## src/rtl/elevator_shaft.sv

```systemverilog
// Car and shaft responder: models car travel between four floors and the door-dwell
// timer in response to the controller's motor command.
module elevator_shaft #(
    parameter int TRAVEL_CYCLES = 16,
    parameter int DWELL_CYCLES  = 32,
    parameter int CNT_W         = 8
) (
    input  logic       clk,
    input  logic       reset,
    input  logic [1:0] motor,
    output logic [1:0] floor,
    output logic       at_floor,
    output logic       arrive,
    output logic       timer,
    output logic       fault
);

    localparam logic [CNT_W-1:0] ZERO        = CNT_W'(0);
    localparam logic [CNT_W-1:0] ONE         = CNT_W'(1);
    localparam logic [CNT_W-1:0] TRAVEL_LAST = CNT_W'(TRAVEL_CYCLES - 1);
    localparam logic [CNT_W-1:0] DWELL_MAX   = CNT_W'(DWELL_CYCLES);

    localparam logic [1:0] CMD_REST = 2'b00;
    localparam logic [1:0] CMD_UP   = 2'b01;
    localparam logic [1:0] CMD_DOWN = 2'b10;
    localparam logic [1:0] CMD_WAIT = 2'b11;

    logic [1:0]       level_r, level_s;
    logic [CNT_W-1:0] offset_r, offset_s;
    logic [1:0]       floor_r, floor_s;
    logic             arrive_r, arrive_s;
    logic             fault_r, fault_s;
    logic [CNT_W-1:0] dwell_r, dwell_s;
    logic             aligned_s;

    assign aligned_s = (offset_r == ZERO);

    // Next-state computation for position, arrival, fault and dwell count.
    always_comb begin
        level_s  = level_r;
        offset_s = offset_r;
        floor_s  = floor_r;
        arrive_s = 1'b0;
        fault_s  = fault_r;
        dwell_s  = ZERO;
        case (motor)
            CMD_UP: begin
                if ((level_r == 2'd3) && aligned_s) begin
                    fault_s = 1'b1;
                end else if (offset_r == TRAVEL_LAST) begin
                    level_s  = level_r + 2'd1;
                    offset_s = ZERO;
                    floor_s  = level_r + 2'd1;
                    arrive_s = 1'b1;
                end else begin
                    offset_s = offset_r + ONE;
                end
            end
            CMD_DOWN: begin
                if ((level_r == 2'd0) && aligned_s) begin
                    fault_s = 1'b1;
                end else if (aligned_s) begin
                    // Leaving a floor downward: the car is now below it, in the lower span.
                    level_s  = level_r - 2'd1;
                    offset_s = TRAVEL_LAST;
                end else if (offset_r == ONE) begin
                    offset_s = ZERO;
                    floor_s  = level_r;
                    arrive_s = 1'b1;
                end else begin
                    offset_s = offset_r - ONE;
                end
            end
            CMD_WAIT: begin
                if (!aligned_s) begin
                    fault_s = 1'b1;
                end else if (dwell_r == DWELL_MAX) begin
                    dwell_s = DWELL_MAX;
                end else begin
                    dwell_s = dwell_r + ONE;
                end
            end
            CMD_REST: begin
                dwell_s = ZERO;
            end
            default: begin
                dwell_s = ZERO;
            end
        endcase
    end

    // State registers with asynchronous reset.
    always_ff @(posedge clk or posedge reset) begin
        if (reset) begin
            level_r  <= 2'd0;
            offset_r <= ZERO;
            floor_r  <= 2'd0;
            arrive_r <= 1'b0;
            fault_r  <= 1'b0;
            dwell_r  <= ZERO;
        end else begin
            level_r  <= level_s;
            offset_r <= offset_s;
            floor_r  <= floor_s;
            arrive_r <= arrive_s;
            fault_r  <= fault_s;
            dwell_r  <= dwell_s;
        end
    end

    assign floor    = floor_r;
    assign at_floor = aligned_s;
    assign arrive   = arrive_r;
    assign timer    = (dwell_r == DWELL_MAX);
    assign fault    = fault_r;

endmodule
```

## config.mk

```make
export PLATFORM = sky130hd
export DESIGN_NAME = elevator_shaft
export DESIGN_NICKNAME = d
export VERILOG_FILES = /design/src/rtl/elevator_shaft.sv
export SDC_FILE = /design/constraint.sdc
export NUM_CORES = 1
export LEC_CHECK = 0
export CORE_MARGIN = 2
export CORE_UTILIZATION = 50
export CTS_CLUSTER_DIAMETER = 30
export DETAILED_ROUTE_END_ITERATION = 16
export PLACE_DENSITY_LB_ADDON = 0.3
export SLEW_MARGIN = 20
export SYNTH_ARGS = -nofsm -noshare
export SYNTH_HDL_FRONTEND = slang
export SYNTH_SLANG_ARGS = --single-unit
```

## constraint.sdc

```tcl
create_clock -name clk -period 3.9 [get_ports clk]
set_clock_uncertainty 0.1 [all_clocks]
set_input_delay 0.975 -clock clk [delete_from_list [all_inputs] [get_ports clk]]
set_output_delay 0.975 -clock clk [all_outputs]
set_load 0.05 [all_outputs]
```

==> results_dict.tcl, run 1 <==
set metrics [dict create \
    clk_pin_slew_ns 0.13 \
    slew_headroom 0.454 \
    cts_num_sinks 22 \
    powerDensity_mw_per_mm2 493 \
    layout-drive-gt1-share 0.0904 \
    grt_pass1_wl_mm 6.35 \
    nNetsFinal 207 \
    area_delta_synth_final_pct 8.91 \
    min-delay-start "fault$_DFFE_PP0P_" \
    drv_slew 0 \
    num_vias 1453 \
    path_class "reg -> out" \
    swShare 0.453 \
    worst_hold_slack_ns 0.390 \
    dieHeight_um 61.6 \
    place_congestion 0.938 \
    r2r_start "offset_r[0]$_DFFE_PP0P_" \
    synth_area_mm2 0.00166 \
    synth_ff_type "dfrtp_1" \
    ys_ff_latch 22 \
    fp-row-count 20 \
    coreArea_mm2 0.00310 \
    port_buffers 9 \
    placed_area_mm2 0.00176 \
    ys_seq_area_frac 0.332 \
    avgViaCountPerCell 6.26 \
    synth_commonest_cells "dfrtp_1, inv_1, ha_1" \
    cts_tree "built" \
    comb_power_share 0.439 \
    cts_made_buffers 3 \
    grt_antenna_before_repair 0 \
    routed_wl_mm 3.71 \
    reg2reg_slack_ns 1.26 \
    cap_violations 0 \
    final_cell_area_mm2 0.00180 \
    endpoint_kind "primary output" \
    grt-ovfl-total 0 \
    period_needed_ns 3.46 \
    grt_max_degree 23 \
    clockRootBuffer "clkbuf_4" \
    min_path_type "reg -> reg" \
    postRouteAntennaNets 0 \
    drc 0 \
    start_util 0.534 \
    p_switching_uw 402 \
    cts_setup_buffers 0 \
    start_kind "flop" \
    hold_viol_final 0 \
    power_uw 889 \
    nFillCells 295 \
    synth_top_cell_area_share 0.332 \
    critPathMaxStageDelay_ns 0.46 \
    cts_max_level 1 \
    synth_nets 202 \
    synth.area.top_cells "dfrtp_1, ha_1, nand3_1" \
    synth_top_area_cell "dfrtp_1" \
    syn_inst 184 \
    die_width_um 61.6 \
    async_reset_ff_frac 1.00 \
    crit_buf_inv 3 \
    crit_fanout 7 \
    avgSynthCellArea_um2 9.00 \
    cts_resized 0 \
    setup_violations 0 \
    worst_path_most_repeated_cell "inv_1" \
    insertedDiodeCount 0 \
    p_seq_frac 0.416 \
    period_share 0.887 \
    crit_slowest_cell "dfrtp_1" \
    drt-wirelength-per-cell_um 16.0 \
    peakVddDrop_mv 0.295 \
    yosysUniqueCellTypes 53 \
    critPathArrivalTime_ns 2.38 \
    yosysWarnings 0 \
    num_io_pins 10 \
    synth_edf_count 0 \
    drt-initial-drc-count 116 \
    synth.most_common_cell "dfrtp_1" \
    fin_tns_setup_ns 0 \
    leakagePower_uw 0.000774 \
    crit_start "offset_r[0]$_DFFE_PP0P_" \
    hold_buffers 0 \
    clockPowerShare 0.145 \
    hpwl_mm 2.69 \
    tightest_slew_ns 0.819 \
    crit_required_ns 2.82 \
    rsz0062_at_grt "false" \
    track_usage 0.224 \
    clk_latency_ns 0.32 \
    dieArea_mm2 0.00379 \
    fmax_mhz 289 \
    p_int_uw 487 \
    drt_pass1_iterations 4 \
    grt_pass1_vias 1384 \
    crit_chain "inv_1 -> ha_1 -> nor4b_1 -> nand2_1 -> inv_1 -> dlymetal6s2s_1" \
    status "complete, no violations" \
    cpLargestDelayFamily "buffers and inverters" \
    cts_buffer_depth 2 \
]
## state kept, by name (all words and copies together), names as in the netlist
register,count
level_r,2
fault,1
arrive,1
offset_r,8
dwell_r,8
floor,2
## power groups by stage
stage	sequential [uW]	clock (uW)	combinational [uW]
after floorplan	349	0	318
after global placement	368	0	371
after detailed placement	369	0	382
after CTS	366	132	384
final	370	129	390
after global routing	383	143	432
## kinds of logic after synthesis
kind of cell,count (synthesis),synth area share
and+or+nand+nor,65,0.217
AOI/OAI and AO/OA,48,0.229
buffers and inverters,27,0.0725
DFF,22,0.332
adders and majority gates,14,0.106
xor gates and xnor gates,7,0.0370
muxes,1,0.00680
## final timing paths
check                                     endpoint  depth (start not counted)
max                                       at_floor                          6
max reg2reg                offset_r[5]$_DFFE_PP0P_                          6
max in group asynchronous     dwell_r[5]$_DFF_PP0_                          2
min in group asynchronous  offset_r[6]$_DFFE_PP0P_                          2
min reg2reg                      fault$_DFFE_PP0P_                          1
min                              fault$_DFFE_PP0P_                          1
## metal layers
layer,GRT usage,up-vias,wire [um]
li1,-,694,-
met1,0.304,693,1610
met2,0.353,62,1800
met3,0.0525,4,254
met4,0.0699,0,36
met5,0,-,0
## worst reg2reg max path: stages (launching register included)
cell	delay [ns]
dfrtp_1	0.46
inv_1	0.15
ha_1	0.27
or4b_1	0.61
o32a_4	0.45
and3_1	0.18
o32a_1	0.32
## through the flow
stage	util	std cells	setup slack, ns
after floorplan	-	184	0.687
after CTS	0.580	232	0.0643
after global routing	0.581	232	0.271
final	0.581	232	0.441
after global placement	0.568	228	0.526
after detailed placement	0.568	228	0.443
## cells in the final DEF (no fill, tap or decap), types with 4 or more instances in the layout
cell type        instances
a21oi_1                  5
and3_1                   4
clkdlybuf4s50_1          7
dfrtp_1                 22
ha_1                    14
inv_1                   16
nand2_1                  9
nand3_1                 13
nor2_1                  12
o21ai_0                  8
o31ai_1                  4
xor2_1                   5
## area by class of cell
type | count | area (um2) | area share
inverters | 16 | 60.1 | 0.0333
repair buffers | 11 | 110 | 0.0610
clock buffers | 4 | 36.3 | 0.0201
well taps | 44 | 55.1 | 0.0305
multi-input cells | 135 | 992 | 0.550
flip-flops and latches | 22 | 551 | 0.305
(Power assumes the default switching activity.)
==> inputs of run 2 (changes only) <==
--- a/config.mk
+++ b/config.mk
@@ -14,3 +14,4 @@
 export SYNTH_ARGS = -nofsm -noshare
 export SYNTH_HDL_FRONTEND = slang
 export SYNTH_SLANG_ARGS = --single-unit
+export TNS_END_PERCENT = 50
==> results of run 2 <==
No change in the layout: final DEF, timing and power equal those of run 1.
